### config.mk
export PLATFORM = sky130hd
export DESIGN_NAME = pipe_stage_buf
export DESIGN_NICKNAME = d
export VERILOG_FILES = /design/src/rtl/pipe_pkg.sv /design/src/rtl/pipe_stage_buf_perf_cnt.sv /design/src/rtl/pipe_stage_buf.sv
export SDC_FILE = /design/constraint.sdc
export NUM_CORES = 1
export LEC_CHECK = 0
export BUFFER_PORTS_ARGS = -buffer_cell sky130_fd_sc_hd__clkbuf_2
export CORE_MARGIN = 3
export CORE_UTILIZATION = 47
export DETAILED_ROUTE_END_ITERATION = 10
export PLACE_DENSITY_LB_ADDON = 0.3
export SKIP_LAST_GASP = 1
export SYNTH_ARGS = -nofsm -noshare
export SYNTH_HDL_FRONTEND = slang
export SYNTH_SLANG_ARGS = --single-unit
### constraint.sdc
create_clock -name clk -period 8.2 [get_ports clk]
set_input_delay 1.23 -clock clk [delete_from_list [all_inputs] [get_ports clk]]
set_output_delay 1.23 -clock clk [all_outputs]
set_load 0.02 [all_outputs]
### src/rtl/pipe_pkg.sv
// -----------------------------------------------------------------------------
// pipe_pkg
// Shared constants for the elastic pipeline stage registers.
//   - ALU opcodes used by instantiating stages to build their NOP_WORD
//   - legal DEPTH range and a helper to check it at elaboration
//   - default width of the optional performance counters
// No ports (package).
// -----------------------------------------------------------------------------
package pipe_pkg;

    // ALU opcode field values that mean "do nothing". A stage builds its
    // NOP_WORD by placing one of these in its opcode field, so a bubble can
    // never be mistaken for real work downstream.
    localparam logic [7:0] ALU_OP_NOP   = 8'h00;
    localparam logic [7:0] ALU_OP_FLUSH = 8'h01;

    // Only a plain register (1) or a two-entry skid buffer (2) is supported.
    localparam int PIPE_DEPTH_MIN = 1;
    localparam int PIPE_DEPTH_MAX = 2;

    localparam int PIPE_CNT_W_DEFAULT = 32;

    function automatic bit pipe_depth_legal(input int depth);
        return (depth >= PIPE_DEPTH_MIN) && (depth <= PIPE_DEPTH_MAX);
    endfunction

endpackage

### src/rtl/pipe_stage_buf_perf_cnt.sv
// -----------------------------------------------------------------------------
// pipe_perf_cnt
// Three saturating event counters describing how a pipeline stage is used.
// Only instantiated when PIPE_PERF_CNT_EN is defined.
// Ports:
//   clk, rst        clock, synchronous active-high reset (clears counters)
//   rdy             global enable; counters only advance when high
//   out_valid       stage presents a beat downstream
//   out_ready       downstream accepts
//   flush           stage flush request
//   occupied        stage holds at least one beat
//   stall_cnt       cycles with out_valid & !out_ready
//   bubble_cnt      cycles with !out_valid
//   flush_cnt       flush cycles that actually discarded held beats
// -----------------------------------------------------------------------------
module pipe_perf_cnt #(
    parameter int CNT_W = 32
) (
    input  logic             clk,
    input  logic             rst,
    input  logic             rdy,
    input  logic             out_valid,
    input  logic             out_ready,
    input  logic             flush,
    input  logic             occupied,
    output logic [CNT_W-1:0] stall_cnt,
    output logic [CNT_W-1:0] bubble_cnt,
    output logic [CNT_W-1:0] flush_cnt
);

    logic [CNT_W-1:0] stall_cnt_q,  stall_cnt_d;
    logic [CNT_W-1:0] bubble_cnt_q, bubble_cnt_d;
    logic [CNT_W-1:0] flush_cnt_q,  flush_cnt_d;

    // Each counter sticks at all-ones instead of wrapping, so a long run
    // reads as "at least this many" rather than a misleading small value.
    always_comb begin
        stall_cnt_d  = stall_cnt_q;
        bubble_cnt_d = bubble_cnt_q;
        flush_cnt_d  = flush_cnt_q;
        if (rdy) begin
            if (out_valid && !out_ready && (stall_cnt_q != '1)) begin
                stall_cnt_d = stall_cnt_q + 1'b1;
            end
            if (!out_valid && (bubble_cnt_q != '1)) begin
                bubble_cnt_d = bubble_cnt_q + 1'b1;
            end
            if (flush && occupied && (flush_cnt_q != '1)) begin
                flush_cnt_d = flush_cnt_q + 1'b1;
            end
        end
    end

    always_ff @(posedge clk) begin
        if (rst) begin
            stall_cnt_q  <= '0;
            bubble_cnt_q <= '0;
            flush_cnt_q  <= '0;
        end else begin
            stall_cnt_q  <= stall_cnt_d;
            bubble_cnt_q <= bubble_cnt_d;
            flush_cnt_q  <= flush_cnt_d;
        end
    end

    assign stall_cnt  = stall_cnt_q;
    assign bubble_cnt = bubble_cnt_q;
    assign flush_cnt  = flush_cnt_q;

endmodule

### src/rtl/pipe_stage_buf.sv
// -----------------------------------------------------------------------------
// pipe_stage_buf
// Elastic pipeline stage register with a valid/ready handshake on both sides.
// DEPTH=1 is a plain register (combinational ready path through the stage);
// DEPTH=2 adds a skid entry so in_ready comes straight from a flop.
// Optional feature macro: PIPE_PERF_CNT_EN adds stall/bubble/flush counters.
// Ports:
//   clk, rst            clock, synchronous active-high reset
//   rdy                 global enable; 0 freezes all state
//   flush               drop all held and incoming beats this cycle
//   in_valid/in_ready   upstream handshake, in_data payload
//   out_valid/out_ready downstream handshake, out_data payload (NOP_WORD idle)
//   occupancy           number of held beats
//   stall_cnt, bubble_cnt, flush_cnt (PIPE_PERF_CNT_EN only)
// -----------------------------------------------------------------------------
module pipe_stage_buf
    import pipe_pkg::*;
#(
    parameter int                DATA_W   = 160,
    parameter int                DEPTH    = 2,
    parameter logic [DATA_W-1:0] NOP_WORD = {DATA_W{1'b0}},
    parameter int                CNT_W    = PIPE_CNT_W_DEFAULT
) (
    input  logic              clk,
    input  logic              rst,
    input  logic              rdy,
    input  logic              flush,
    input  logic              in_valid,
    output logic              in_ready,
    input  logic [DATA_W-1:0] in_data,
    output logic              out_valid,
    input  logic              out_ready,
    output logic [DATA_W-1:0] out_data,
    output logic [1:0]        occupancy
`ifdef PIPE_PERF_CNT_EN
    ,
    output logic [CNT_W-1:0]  stall_cnt,
    output logic [CNT_W-1:0]  bubble_cnt,
    output logic [CNT_W-1:0]  flush_cnt
`endif
);

    if (!pipe_depth_legal(DEPTH)) begin : g_bad_depth
        $error("pipe_stage_buf: DEPTH must be 1 or 2");
    end

    if (CNT_W < 1) begin : g_bad_cnt_w
        $error("pipe_stage_buf: CNT_W must be at least 1");
    end

    logic              main_v_q,    main_v_d;
    logic              skid_v_q,    skid_v_d;
    logic [DATA_W-1:0] main_data_q, main_data_d;
    logic [DATA_W-1:0] skid_data_q, skid_data_d;
    logic              in_fire;
    logic              out_fire;

    // DEPTH=1 can only accept while the held beat leaves, hence the path from
    // out_ready. DEPTH=2 always has a free slot unless the skid is in use.
    always_comb begin
        in_ready = 1'b0;
        if (!rst && rdy) begin
            if (DEPTH == 1) begin
                in_ready = !main_v_q || out_ready;
            end else begin
                in_ready = !skid_v_q;
            end
        end
    end

    assign in_fire  = in_valid && in_ready;
    assign out_fire = main_v_q && out_ready && rdy;

    // Next entry state. Flush beats the handshake but the downstream transfer
    // in that cycle still happens, since out_valid was already presented.
    // Payload flops are left alone when invalidated to save toggling.
    always_comb begin
        main_v_d    = main_v_q;
        skid_v_d    = skid_v_q;
        main_data_d = main_data_q;
        skid_data_d = skid_data_q;
        if (rdy) begin
            if (flush) begin
                main_v_d = 1'b0;
                skid_v_d = 1'b0;
            end else if (DEPTH == 1) begin
                if (in_fire) begin
                    main_v_d    = 1'b1;
                    main_data_d = in_data;
                end else if (out_fire) begin
                    main_v_d = 1'b0;
                end
            end else if (skid_v_q) begin
                // Full: in_ready is low, so only a drain can happen.
                if (out_fire) begin
                    main_data_d = skid_data_q;
                    skid_v_d    = 1'b0;
                end
            end else if (main_v_q) begin
                if (in_fire && out_fire) begin
                    main_data_d = in_data;
                end else if (in_fire) begin
                    skid_v_d    = 1'b1;
                    skid_data_d = in_data;
                end else if (out_fire) begin
                    main_v_d = 1'b0;
                end
            end else if (in_fire) begin
                main_v_d    = 1'b1;
                main_data_d = in_data;
            end
        end
    end

    // Only the valid bits see reset; payload contents of empty entries
    // are don't-care.
    always_ff @(posedge clk) begin
        if (rst) begin
            main_v_q <= 1'b0;
            skid_v_q <= 1'b0;
        end else begin
            main_v_q <= main_v_d;
            skid_v_q <= skid_v_d;
        end
        main_data_q <= main_data_d;
        skid_data_q <= skid_data_d;
    end

    assign out_valid = main_v_q;
    assign out_data  = main_v_q ? main_data_q : NOP_WORD;
    assign occupancy = {1'b0, main_v_q} + {1'b0, skid_v_q};

`ifdef PIPE_PERF_CNT_EN
    pipe_perf_cnt #(
        .CNT_W (CNT_W)
    ) u_perf_cnt (
        .clk        (clk),
        .rst        (rst),
        .rdy        (rdy),
        .out_valid  (out_valid),
        .out_ready  (out_ready),
        .flush      (flush),
        .occupied   (occupancy != 2'd0),
        .stall_cnt  (stall_cnt),
        .bubble_cnt (bubble_cnt),
        .flush_cnt  (flush_cnt)
    );
`endif

endmodule

==> results of run 1 <==
==> routing by layer <==
layer / share of wire (%) / GRT usage [%]
met4: 2.7 / 5.91
met2: 49 / 30.0
met3: 6.9 / 4.46
met5: 0 / 0
met1: 41 / 22.9
==> cells in the mapped netlist <==
cell type  number  area [µm²]
mux2_2        160        1800
o32ai_2         1        16.3
nand4_1         1        6.26
a21boi_1        1        7.51
or3_1           1        6.26
a21oi_1         3        15.0
nor3b_4         1        18.8
clkbuf_1       16        60.1
nand3b_1        1        7.51
a21boi_0        1        7.51
a32oi_1         1        8.76
nor2_1          1        3.75
buf_6           1        11.3
nand3_1         1        5.00
inv_1           5        18.8
buf_2          12        60.1
buf_4           7        52.6
dfxtp_1         2        40.0
ha_1            3        37.5
edfxtp_1      320        9610
and2_1        160        1000
nor2b_1         1        6.26
o21ai_0         1        5.00
==> flip-flops by register name, indices dropped and copies added (netlist names) <==
signal,count
skid_data_q,160
out_valid,1
main_data_q,160
skid_v_q,1
==> power by group through the flow <==
stage | combinational, mW | clock [mW] | sequential (mW)
6_report | 0.165 | 1.52 | 1.84
3_3_place_gp | 0.162 | 0 | 1.87
5_1_grt | 0.182 | 1.62 | 1.84
3_5_place_dp | 0.166 | 0 | 1.87
4_1_cts | 0.168 | 1.56 | 1.84
2_1_floorplan | 0.0867 | 0 | 1.87
==> path summary, 6_finish.rpt <==
check	from	endpoint	slack, ps	depth (start not counted)
max	out_valid$_SDFFE_PP0P_	out_data[57]	4470	3
max reg2reg	out_valid$_SDFFE_PP0P_	skid_data_q[49]$_DFFE_PP_	4940	3
min reg2reg	skid_data_q[92]$_DFFE_PP_	main_data_q[92]$_DFFE_PP_	540	1
min	skid_data_q[92]$_DFFE_PP_	main_data_q[92]$_DFFE_PP_	540	1
==> worst max-delay path, cell delays in order (launching register included) <==
cell	delay, ps
dfxtp_4	870
buf_4	650
and2_1	270
clkbuf_2	180
==> per-stage QoR <==
stage	util (%)	instances	area (µm²)	hold slack (ps)	power, mW
5_1_grt	60.1	1397	15900	555	3.64
3_3_place_gp	55.9	1336	14800	526	2.03
6_report	60.1	1397	15900	543	3.52
3_5_place_dp	55.9	1336	14800	530	2.04
4_1_cts	60.1	1396	15900	545	3.57
2_1_floorplan	-	701	12800	523	1.96
==> layout make-up <==
cell class / count / area [µm²]
Antenna cell: 1 / 2.50
Clock inverter: 18 / 164
Timing Repair Buffer: 336 / 1700
Multi-Input combinational cell: 338 / 2970
Clock buffer: 42 / 945
Sequential cell: 322 / 9660
Inverter: 5 / 23.8
Tap cell: 335 / 419
Fill cell: 2072 / 10600
==> placed cells by master (no fill, tap or decap), drive strengths merged, types with 2 or more instances in the layout <==
cell / count
buf: 7
edfxtp: 320
inv: 5
and2: 160
bufinv: 3
a21boi: 2
dfxtp: 2
mux2: 160
clkinv: 14
a21oi: 3
ha: 3
clkbuf: 371
==> cells by family after synthesis <==
kind of cell	after synthesis	share of synthesized area [%]
buf+inv	41	1.58
simple gates	167	8.24
fa+ha+maj	3	0.293
mux	160	14.1
flops	322	75.3
compound gates	8	0.469
==> run summary, run 1 <==
status - complete, no violations
Post-route DRC - 0
Die X - 171 µm
first-pass detailed-route iteration total - 4
latest clock arrival within the worst-skew pair - 490 ps
Final Hold Viols - 0
setup tns final - 0 ps
Worst-path clk slew - 60 ps
final setup vio count - 0
CP endpoint kind - output pin
Clk network pwr share - 43.1%
post-synth cell types - 23
wire length per cell - 19.2 µm
internal power - 2.82 mW
#FFs+latches synth - 322
ANT nets after route - 0
PnR worst setup slack - 4470 ps
final net count - 1207
Clock Root Buffer - clkbuf_16
Synth warnings - 0
cell area after synthesis - 12800 µm²
part of the cycle the worst path needs - 45.5%
final max-slew violation count - 0
worst endpoint required time - 6970 ps
TritonCTS Sinks - 322
die area - 29300 µm²
critical path data arrival time - 2500 ps
pre-CTS setup slack - 4250 ps
Die Height - 171 µm
hold buffers post-CTS - 0
worst slew margin relative to its limit - 30.7%
share of layout cells above drive strength 1 - 51.8%
combinational power share - 4.7%
max-cap violation count - 0
CTS Buf Count - 35
slew at the pin closest to its max-slew limit - 1040 ps
I/O pin count - 330
vias - 7123
Post-Syn Nets - 870
antenna violations before repair - 1
maximum VDD drop - 185 µV
CTS tree - yes
switching pwr - 701 µW
post_cts resized - 0
Vias/cell - 5.10
Syn Area/Cell - 18.3 µm²
Clock H-tree levels - 2
Core ar. - 26400 µm²
vias in the first global route - 7378
Critical Path Fanout Max - 93
critical path class - reg -> out
drt total wl - 26900 µm
largest net degree at the start of global routing - 94
overall routing resource usage - 17.9%
post-synthesis cell count - 701
Switching Share - 19.9%
RePlAce Congestion - 0.792
Pleak - 6.04 nW
Peak Freq - 268 MHz
Worst Skew - 12.1 ps
post-synthesis sequential area ratio - 75.3%
Layout area overhead - 24.0%
Port Buffers - 329
first-pass GRT wire length - 40900 µm
DR iter-0 viols - 397
critical path launch point type - register
power per standard cell area - 222 nW/µm²
clock tree buffer depth - 3
RSZ-0062 raised after global routing - no
Hold WC Path Type - reg -> reg
HPWL Detailed - 17300 µm
final worst path period need - 3730 ps
gr ovfl total - 0
number of post-CTS setup repair buffers - 0
num rows - 59
starting density of the core - 48.5%
Reg power frac - 52.2%
(Power assumes the default switching activity.)
==> inputs of run 2 (changes only) <==
Clock period 8.2 ns to 3.65 ns, I/O delays scaled along.
==> run summary, run 2 (same netlist as run 1, synthesis figures left out) <==
TritonCTS Sinks - 322 (unchanged)
biggest regs - main_data_q (160), skid_data_q (160)
final max-slew violation count - 0 (unchanged)
commonest non-fill, non-tap cell in the layout - clkbuf_2
part of the cycle the worst path needs - 82.2%
Filler Cell Count - 2040 (-1.5%)
Worst-path clk slew - 60 ps (about the same)
Final Hold Viols - 0 (unchanged)
starting density of the core - 48.5% (unchanged)
status - complete, no violations
RR Startpoint - out_valid$_SDFFE_PP0P_
clock tree buffer depth - 3 (unchanged)
num rows - 59 (unchanged)
critical path class - reg -> out
hold buffers post-CTS - 0 (unchanged)
Max stage delay cell, worst path - dfxtp_4
vias - 7077 (-0.65%)
Fin Hold WS - 238 ps (-305 ps)
largest net degree at the start of global routing - 93 (-1.1%)
final net count - 1208 (+0.083%)
antenna violations before repair - 3 (+2)
drt total wl - 26500 µm (-1.3%)
Inst Count DP - 1338 (+0.15%)
HPWL Detailed - 17200 µm (-0.71%)
gr ovfl total - 0 (unchanged)
Layout area overhead - 24.7%
final core occ - 60.4% (+0.35 points)
max-cap violation count - 0 (unchanged)
Peak Freq - 333 MHz
final worst path period need - 3000 ps
CTS tree - yes
r2r setup slk - 1120 ps (-3820 ps)
Clock H-tree levels - 2 (unchanged)
Die X - 171 µm (unchanged)
commonest cells after routing, fill and taps aside - clkbuf_2 (329), edfxtp_1 (320), mux2_2 (160), and2_1 (160), clkbuf_16 (35)
power per standard cell area - 495 nW/µm² (+120%)
vias in the first global route - 7403 (+0.34%)
hold path cells - 1 (unchanged)
Die Height - 171 µm (unchanged)
critical path data arrival time - 2450 ps (-50 ps)
Hold EP - skid_data_q[132]$_DFFE_PP_
register area - 9660 µm² (unchanged)
R2R cell count - 5 (+2)
Hold WC Path Type - in -> reg
overall routing resource usage - 17.5% (-0.39 points)
Tot Pwr - 7.91 mW (+120%)
CP endpoint kind - output pin
Pleak - 6.04 nW (about the same)
share of layout cells above drive strength 1 - 52.5% (+0.66 points)
worst slew margin relative to its limit - 45.0% (+14 points)
Post-Layout Cell Count - 1402 (+0.36%)
Clock Root Buffer - clkbuf_16
critical path launch point type - register
crit-path max cell delay - 900 ps (+30 ps)
first-pass GRT wire length - 40200 µm (-1.7%)
Critical Path Fanout Max - 92 (-1.1%)
RR Endpoint - main_data_q[65]$_DFFE_PP_
ANT nets after route - 0 (unchanged)
final setup vio count - 0 (unchanged)
latest clock arrival within the worst-skew pair - 500 ps (about the same)
maximum VDD drop - 428 µV (+130%)
slew at the pin closest to its max-slew limit - 825 ps (-214 ps)
RSZ-0062 raised after global routing - no
first-pass detailed-route iteration total - 6 (+2)
number of post-CTS setup repair buffers - 0 (unchanged)
RePlAce Congestion - 0.764 (-3.5%)
Vias/cell - 5.05 (-1.0%)
I/O pin count - 330 (unchanged)
worst endpoint required time - 3100 ps (-3870 ps)
hold_sp - in_data[132]
Core ar. - 26400 µm² (unchanged)
WP buf/inv - 2 (unchanged)
CTS Buf Count - 34 (-2.9%)
post_cts resized - 0 (unchanged)
wire length per cell - 18.9 µm (-1.7%)
Post-route DRC - 0 (unchanged)
Worst Skew - 16.5 ps (+4.37 ps)
die area - 29300 µm² (unchanged)
Port Buffers - 329 (unchanged)
Top delay family on crit path - flip-flops
multi-input gate area in the final layout - 2990 µm² (+0.80%)
CP cell instances - buf_4, and2_1, clkbuf_2
DR iter-0 viols - 419 (+5.5%)
==> run 2: worst max path at each step <==
stage,cells after the start,slack (ps),startpoint,endpoint
final,3,650,out_valid$_SDFFE_PP0P_,out_data[141]
after CTS,3,580,out_valid$_SDFFE_PP0P_,out_data[141]
after global routing,3,430,out_valid$_SDFFE_PP0P_,out_data[128]
after global placement,3,1110,out_valid$_SDFFE_PP0P_,skid_data_q[73]$_DFFE_PP_
after detailed placement,5,1110,out_valid$_SDFFE_PP0P_,main_data_q[96]$_DFFE_PP_
after floorplan,6,-1550,out_valid$_SDFFE_PP0P_,main_data_q[0]$_DFFE_PP_
==> run 2: worst reg2reg max path, stage by stage (launching register included) <==
cell and delay, ps:
dfxtp_4 900, inv_2 60, ha_2 190, a21boi_2 160
o32ai_4 320, buf_12 430
==> run 2: through the flow <==
stage | cell area, µm² | setup TNS, ps | setup WS (ps)
finish | 16000 | 0 | 648
global route | 16000 | 0 | 434
CTS | 16000 | 0 | 584
detailed placement | 14900 | 0 | 1110
global placement | 14900 | 0 | 1110
floorplan | 12900 | -249130 | -1550
==> run 2: area by class of cell <==
class                           count  area share [%]
Inverter                            5           0.157
Clock buffer                       40            5.60
Timing Repair Buffer              338            11.0
Antenna cell                        4          0.0627
Sequential cell                   322            60.5
Tap cell                          335            2.63
Multi-Input combinational cell    338            18.7
Clock inverter                     20            1.30
==> run 2: power breakdown <==
part / internal [mW] / switching (mW)
Sequential: 4.11 / 0.0186
Clock: 2.04 / 1.37
Combinational: 0.180 / 0.189
Total: 6.33 / 1.58
==> run 2: per-layer routing <==
layer  up-vias  wire length (µm)  global-route usage (%)
met5         -                13                       0
met4         2               949                    7.63
met3        65              1990                    5.04
met2       249             12800                    28.1
met1      3450             10800                    22.3
li1       3311                 -                       -
